--- src/rtl/fir_deconv.sv ---
// Receiver-side inverse of the 4-tap FIR encoder.
// Recovers the 4-bit source stream from 10-bit encoded samples by subtracting
// the weighted history of previously decoded samples (H0 = 1, so no divide).
// A single-entry output register provides valid/ready flow control; decoded
// values are clamped to 0..15, flagged when out of range, counted, and used
// to track whether the link is aligned.
module fir_deconv #(
  parameter int unsigned H1       = 2,
  parameter int unsigned H2       = 3,
  parameter int unsigned H3       = 4,
  parameter int unsigned LOCK_RUN = 4
) (
  input  logic       clk,
  input  logic       rst,
  input  logic       flush,
  input  logic [9:0] q_in,
  input  logic       in_valid,
  output logic       in_ready,
  output logic [3:0] x_out,
  output logic       out_valid,
  input  logic       out_ready,
  output logic       range_err,
  output logic [7:0] err_cnt,
  output logic       locked
);

  localparam logic [3:0] H1_C  = 4'(H1);
  localparam logic [3:0] H2_C  = 4'(H2);
  localparam logic [3:0] H3_C  = 4'(H3);
  localparam logic [3:0] RUN_C = 4'(LOCK_RUN);

  typedef enum logic {
    UNLOCKED = 1'b0,
    LOCKED   = 1'b1
  } lock_state_e;

  // Decoded history: x1 is the most recent recovered sample.
  logic [3:0]  x1_q, x2_q, x3_q;
  logic [3:0]  x_out_q;
  logic        out_valid_q;
  logic        range_err_q;
  logic [7:0]  err_cnt_q;
  lock_state_e state_q;
  logic [3:0]  run_q;

  logic        accept;
  logic [7:0]  p1, p2, p3;
  logic [11:0] r;
  logic        r_low, r_high, sample_err;
  logic [3:0]  d;

  // Single-entry output register: room exists when empty or being drained.
  assign in_ready = !out_valid_q || out_ready;
  assign accept   = in_valid && in_ready;

  // Residual after removing weighted history, then clamp to the 4-bit range.
  always_comb begin
    // NOTE: every always_comb output gets a default first so no path can
    // leave it unassigned and infer a latch.
    d  = 4'h0;
    // Products are at most 15*15 = 225, so 8 bits hold them exactly.
    p1 = {4'h0, H1_C} * {4'h0, x1_q};
    p2 = {4'h0, H2_C} * {4'h0, x2_q};
    p3 = {4'h0, H3_C} * {4'h0, x3_q};
    // Residual spans -675..1023; bit 11 is its sign in two's complement.
    r  = {2'b00, q_in} - {4'h0, p1} - {4'h0, p2} - {4'h0, p3};
    r_low      = r[11];
    r_high     = !r[11] && (r[10:4] != 7'd0);
    sample_err = r_low || r_high;
    if (r_high)     d = 4'hF;
    else if (!r_low) d = r[3:0];
  end

  // Output register, history shift, error pulse and saturating error count.
  // NOTE: reset clears every register asynchronously; flush is the
  // synchronous clear and wins over a same-cycle accept.
  always_ff @(posedge clk or negedge rst) begin
    if (!rst) begin
      x1_q        <= 4'h0;
      x2_q        <= 4'h0;
      x3_q        <= 4'h0;
      x_out_q     <= 4'h0;
      out_valid_q <= 1'b0;
      range_err_q <= 1'b0;
      err_cnt_q   <= 8'h00;
    end else if (flush) begin
      x1_q        <= 4'h0;
      x2_q        <= 4'h0;
      x3_q        <= 4'h0;
      x_out_q     <= 4'h0;
      out_valid_q <= 1'b0;
      range_err_q <= 1'b0;
      err_cnt_q   <= 8'h00;
    end else begin
      // NOTE: state updates use non-blocking assignments so every register
      // samples the pre-edge values, giving the intended shift behaviour.
      range_err_q <= accept && sample_err;
      if (accept) begin
        x_out_q     <= d;
        out_valid_q <= 1'b1;
        x3_q        <= x2_q;
        x2_q        <= x1_q;
        x1_q        <= d;
        if (sample_err && (err_cnt_q != 8'hFF)) err_cnt_q <= err_cnt_q + 8'd1;
      end else if (out_ready) begin
        out_valid_q <= 1'b0;
      end
    end
  end

  // Lock tracker: LOCK_RUN consecutive in-range accepts lock, any error unlocks.
  always_ff @(posedge clk or negedge rst) begin
    if (!rst) begin
      state_q <= UNLOCKED;
      run_q   <= 4'h0;
    end else if (flush) begin
      state_q <= UNLOCKED;
      run_q   <= 4'h0;
    end else if (accept) begin
      case (state_q)
        UNLOCKED: begin
          if (sample_err) begin
            run_q <= 4'h0;
          end else begin
            run_q <= run_q + 4'd1;
            if (run_q + 4'd1 == RUN_C) state_q <= LOCKED;
          end
        end
        LOCKED: begin
          if (sample_err) begin
            state_q <= UNLOCKED;
            run_q   <= 4'h0;
          end
        end
        default: begin
          state_q <= UNLOCKED;
          run_q   <= 4'h0;
        end
      endcase
    end
  end

  assign x_out     = x_out_q;
  assign out_valid = out_valid_q;
  assign range_err = range_err_q;
  assign err_cnt   = err_cnt_q;
  assign locked    = (state_q == LOCKED);

endmodule
--- config.mk ---
export PLATFORM = sky130hd
export DESIGN_NAME = fir_deconv
export DESIGN_NICKNAME = d
export VERILOG_FILES = /design/src/rtl/fir_deconv.sv
export SDC_FILE = /design/constraint.sdc
export NUM_CORES = 1
export LEC_CHECK = 0
export ABC_AREA = 1
export CORE_MARGIN = 2
export CORE_UTILIZATION = 30
export CTS_CLUSTER_DIAMETER = 150
export CTS_CLUSTER_SIZE = 25
export DETAILED_ROUTE_END_ITERATION = 10
export SLEW_MARGIN = 20
export SYNTH_ARGS = -nofsm -noshare
export SYNTH_HDL_FRONTEND = slang
export SYNTH_SLANG_ARGS = --single-unit
export TNS_END_PERCENT = 30
--- constraint.sdc ---
create_clock -name clk -period 4.1 [get_ports clk]
set_clock_uncertainty 0.2 [all_clocks]
set_input_delay 0.41 -clock clk [delete_from_list [all_inputs] [get_ports clk]]
set_output_delay 0.41 -clock clk [all_outputs]
set_load 0.005 [all_outputs]
Yosys cells after proc, flatten, opt, wreduce, memory -nomap -nowiden. Cells that the tools add are included.

Register bits after elaboration: 27. Output and inout port bits: 16. Word-level logic and storage cells: 58.

$add $sub $neg: 5. $mul: 1. Equal/unequal tests: 3. Multiplexer cells: 26. Bitwise operators: 1. Reductions and logical operators: 14.

Operators with widths (number): two-way mux 4 bit (12); two-way mux 8 bit (3); subtractor 11 x 7 -> 12 bit (1); subtractor 12 x 6 -> 12 bit (1); subtractor 10 x 5 -> 11 bit (1); two-way mux 1 bit (9); adder 8 x 1 -> 8 bit (second input constant) (1); inequality test 8 bit (second input constant) (1); one-hot mux 4 bit (2 select lines) (1); nonzero test 7 bit (1); multiplier 2 x 4 -> 6 bit (first input constant) (1); adder 4 x 1 -> 4 bit (second input constant) (1); == test 4 x 3 -> 1 bit (second input constant) (1); logical AND 1 bit (4); AND reduction 2 bit (2); nonzero test 2 bit (2); inequality test 3 x 2 -> 1 bit (second input constant) (1); nonzero test 3 bit (1); logical NOT 1 bit (2); logical OR 1 bit (2); one-hot mux 1 bit (2 select lines) (1); inverter 1 bit (1).

Logic depth before layout (Yosys ltp).
Depth after elaboration: 10. Mapped depth: 25.

Least setup slack after synthesis. Ideal clock, no wire load.

Kind: input-to-reg. Start point: input port q_in[1]. End point: register x_out_q[2], in the netlist x_out[2]. Library setup time: 0.130 ns. Arrival time: 3.121 ns. Slack: 0.649 ns. Stages on the path: 23. Buffers on the path: 1. Cells stage by stage: inv_1 ha_1 fa_1 inv_1 a21oi_2 xor2_1 fa_1 inv_1 ha_1 nand2_1 nor2_1 nand2_1 nand3_1 inv_1 nand3_1 nand2_1 inv_2 nand2_2 nor2_4 buf_6 nand3_1 nand2_1 o21ai_1.

Cells in the longest elaborated chain, start to end: 8. Elaborated cells between the ends (all ways): 10. Classes of those cells: 3 x add/sub; 4 x mux; 3 x reduce/logical.

Ends and longest elaborated chain: from (decl) (RTL line 16) `input logic [9:0] q_in,`; subtractor 10 x 5 -> 11 bit * (RTL line 66) `r = {2'b00, q_in} - {4'h0, p1} - {4'h0, p2} - {4'h0, p3};`; subtractor 11 x 7 -> 12 bit * (RTL line 66); subtractor 12 x 6 -> 12 bit * (RTL line 66); nonzero test 7 bit / logical NOT 1 bit (equally long branches); logical AND 1 bit (RTL line 68) `r_high = !r[11] && (r[10:4] != 7'd0);`; two-way mux 4 bit * (RTL line 70) `if (r_high) d = 4'hF;`; two-way mux 4 bit * (RTL line 98) `if (accept) begin`; two-way mux 4 bit * (RTL line 86) `end else if (flush) begin`; to (signal assigned) (RTL line 82) `x_out_q <= 4'h0;`; to (signal assigned) (RTL line 90) `x_out_q <= 4'h0;`; to (signal assigned) (RTL line 99) `x_out_q <= d;`; to (decl) (RTL line 39) `logic [3:0] x_out_q;`.

Every way passes the cells marked *; elsewhere a longest branch is shown, timed or not. The select of a mux whose other input is x is not followed. A chain may end at the register's enable or synchronous reset.

Final worst setup path.
Start point: input port q_in[1]. End point: register run_q[0].

Cells in the longest elaborated chain, start to end: 10. Elaborated cells between the ends (all ways): 13. Classes of those cells: 3 x add/sub; 1 x eq/ne; 4 x mux; 5 x reduce/logical.

Ends and longest elaborated chain: subtractor 10 x 5 -> 11 bit * (RTL line 66); subtractor 11 x 7 -> 12 bit * (RTL line 66); subtractor 12 x 6 -> 12 bit * (RTL line 66); nonzero test 7 bit / logical NOT 1 bit (equally long branches); logical AND 1 bit (RTL line 68); logical OR 1 bit * (RTL line 69) `sample_err = r_low || r_high;`; two-way mux 4 bit (RTL line 122) `if (sample_err) begin`; one-hot mux 4 bit (2 select lines) (RTL line 120) `case (state_q)`; two-way mux 4 bit (RTL line 119) `end else if (accept) begin`; two-way mux 4 bit (RTL line 116) `end else if (flush) begin`; to (signal assigned) (RTL line 125) `run_q <= run_q + 4'd1;`; to (decl) (RTL line 44) `logic [3:0] run_q;`.

Marks and branches as above.

==> out/results.ini <==
[status]
status=finished clean

[pwr]
power_frac_clock=0.194
p_sw_uw=316.9
ir_drop_mv=0.1172
combPwrFrac=0.445
power_density_mw_per_mm2=306.0
seqPwrFrac=0.362
power_leakage_uw=0.001418
p_int_uw=508.9
swShare=0.3838

[floorplanning]
start_util=0.3050
dieHeight_um=89.41
top_level_ports=31
fp.coreArea_mm2=0.007176
die_w_um=89.41
num_rows=31
fp.dieArea_mm2=0.007993

[cts]
path_clk_slew_ps=100
post_cts.repair.setup_buffers=0
clockRootBuffer=clkbuf_8
clock_latency_ps=280
cts_inserted_buffers=3
cts.sinks=27
htreeDepth=1
clock_path_buffers=2
holdBufCountCts=0
cts_tree=done

[grt]
grt_pass1_vias=1766
overflow=0
track_usage=0.1258
antenna_found_initial=0
grt_pass1_wl_um=7893
grt_max_degree=28

[placed_design]
io_buffers=30
dp_cells=430
post-dp-hpwl_um=3778
gp_congestion=0.8175
post_dp_cell_area_mm2=0.002631

[timing]
maxSlewHeadroom=0.5740
slew_viol_final=0
finalCritPeriodShare=0.9281
setup_viol=0
hold_viol=0
hold_ws_ps=301.8
fmax_mhz=262.8
tightest_slew_ps=638.2
period_needed_ps=3805
tns_ps=0

[drt]
drt-vias-per-instance=4.429
vias=1922
post_drt_wl_per_cell_um=10.82
drc_errors=0
drtPass1Iterations=4
drt_iter0_markers=64
wirelength_um=4698
antenna_left=0

[setup_path]
required_ps=4130
endpoint_kind=register
arrival_ps=3840
cp_max_fo=7
crit_type=in2reg
cp-start-kind=primary input

[synth]
netlist_area_mm2=0.002188
synth_top_cell_by_area=dfrtp_1
synth_fp_nets=338
synth-seq-cells=27
yosysTopAreaCellShare=0.3087
yosys_warnings=0
synth_cell_types=28
syn_inst=300
synth_area_leaders=dfrtp_1 (31%), nand2_1 (13%), inv_1 (9.8%)
avgSynthCellArea_um2=7.294
ys_seq_area_frac=0.3087

[cells_and_area]
drive_gt1_frac=0.08060
final_common_cell=nand2_1
fin_util=0.3761
stdcell_area_mm2=0.002699
syn_to_final_growth_pct=23.33
diodes=0
layoutNonFillerInstCount=434
finalNetCount=374
ff_latch_area_um2=675.6
multiInputGateArea_mm2=0.001269
mostFrequentLayoutCells=nand2_1 (77), inv_1 (56), nand3_1 (35), clkdlybuf4s50_1 (30), dfrtp_1 (27)
fillers=754

[worst_hold_path]
min_path_type=in2async

[job]
cap_violations=0

[power groups by stage]
stage          Combinational, uW  Clock, uW  Sequential, uW
6_report                     367        160             299
5_1_grt                      427        172             302
4_1_cts                      362        164             299
3_5_place_dp                 361          0             305
3_3_place_gp                 357          0             305
2_1_floorplan                255          0             302
[path summary, 6_finish.rpt]
path / startpoint / slack [ps] / depth (start not counted) / endpoint
min reg2reg: run_q[3] / 300 / 2 / run_q[3]
max in group asynchronous: rst / 3120 / 2 / x_out[3]
max reg2reg: x_out[0] / 470 / 23 / run_q[0]
min: rst / 300 / 2 / err_cnt[1]
max: q_in[1] / 290 / 25 / run_q[0]
min in group clk: run_q[3] / 300 / 2 / run_q[3]
[cell usage after synthesis]
| cell type | instances |
|---|---|
| clkbuf_1 | 4 |
| fa_1 | 7 |
| a21oi_2 | 1 |
| inv_2 | 4 |
| nor2_4 | 1 |
| nor2_2 | 2 |
| a21oi_1 | 4 |
| o21ai_0 | 6 |
| nand2_2 | 2 |
| nand4_1 | 9 |
| nand2_1 | 78 |
| o21ai_1 | 6 |
| dfrtp_1 | 27 |
| o31ai_1 | 1 |
| nor3_2 | 1 |
| nand3_1 | 35 |
| buf_6 | 1 |
| ha_1 | 16 |
| a31oi_2 | 1 |
| o21ai_2 | 1 |
| inv_1 | 57 |
| nand3b_1 | 2 |
| nor2_1 | 14 |
| nand3_2 | 1 |
| xor2_1 | 11 |
| o22ai_1 | 4 |
| xnor2_1 | 3 |
| clkinv_1 | 1 |
[cells by family (layout without fill, tap and decap cells)]
group | count (synthesis) | in the layout | share of synthesized area
simple gates | 145 | 145 | 0.2962
xor+xnor | 14 | 14 | 0.05603
flops | 27 | 27 | 0.3087
compound gates | 24 | 24 | 0.06518
fa+ha+maj | 23 | 23 | 0.1555
buf+inv | 67 | 102 | 0.1183
[flip-flops by register name, summed over array words and instances (netlist names)]
name       count
x2_q           4
err_cnt        8
locked         1
run_q          4
out_valid      1
range_err      1
x_out          4
x3_q           4
[what timing repair did]
item | 4_1_cts | 5_1_grt
setup endpoints to repair | 0 | 17
hold endpoints to repair | 0 | 0
resized for setup | 0 | 4
[layer usage]
layer  up-vias  wire length [um]  track usage
met4         0                32      0.02442
met3         4               140      0.02124
met5         -                 0            0
li1       1019                 -            -
met1       875              2233       0.1635
met2        24              2291       0.2209
[worst max-delay path, cell delays in order]
cell	delay (ps)
clkdlybuf4s50_1	450
inv_1	40
ha_1	210
fa_1	410
inv_1	110
a21oi_2	80
xor2_1	150
fa_1	480
inv_1	60
ha_4	280
nand2_1	70
nor2_1	100
nand2_1	60
nand3_1	90
inv_1	60
nand3_1	60
nand2_1	60
inv_2	50
nand2_2	60
nor2_4	190
buf_6	150
nand2_1	50
nand2_1	60
nand2_1	50
inv_1	50
[cell type report]
cell class                      instances  area share
Inverter                               62     0.08623
Clock inverter                          1    0.002782
Clock buffer                            3     0.01530
Tap cell                               99     0.04590
Sequential cell                        27      0.2503
Timing Repair Buffer                   36      0.1293
Multi-Input combinational cell        206      0.4701
[metrics by stage]
step	power [uW]	setup WS, ps
5_1_grt	901.5	-5.244
3_3_place_gp	661.9	-15.46
4_1_cts	825.0	181.4
2_1_floorplan	557.3	649.2
6_report	825.8	294.7
3_5_place_dp	666.0	-136.2
Note: power is estimated with default switching activity, not from simulation.
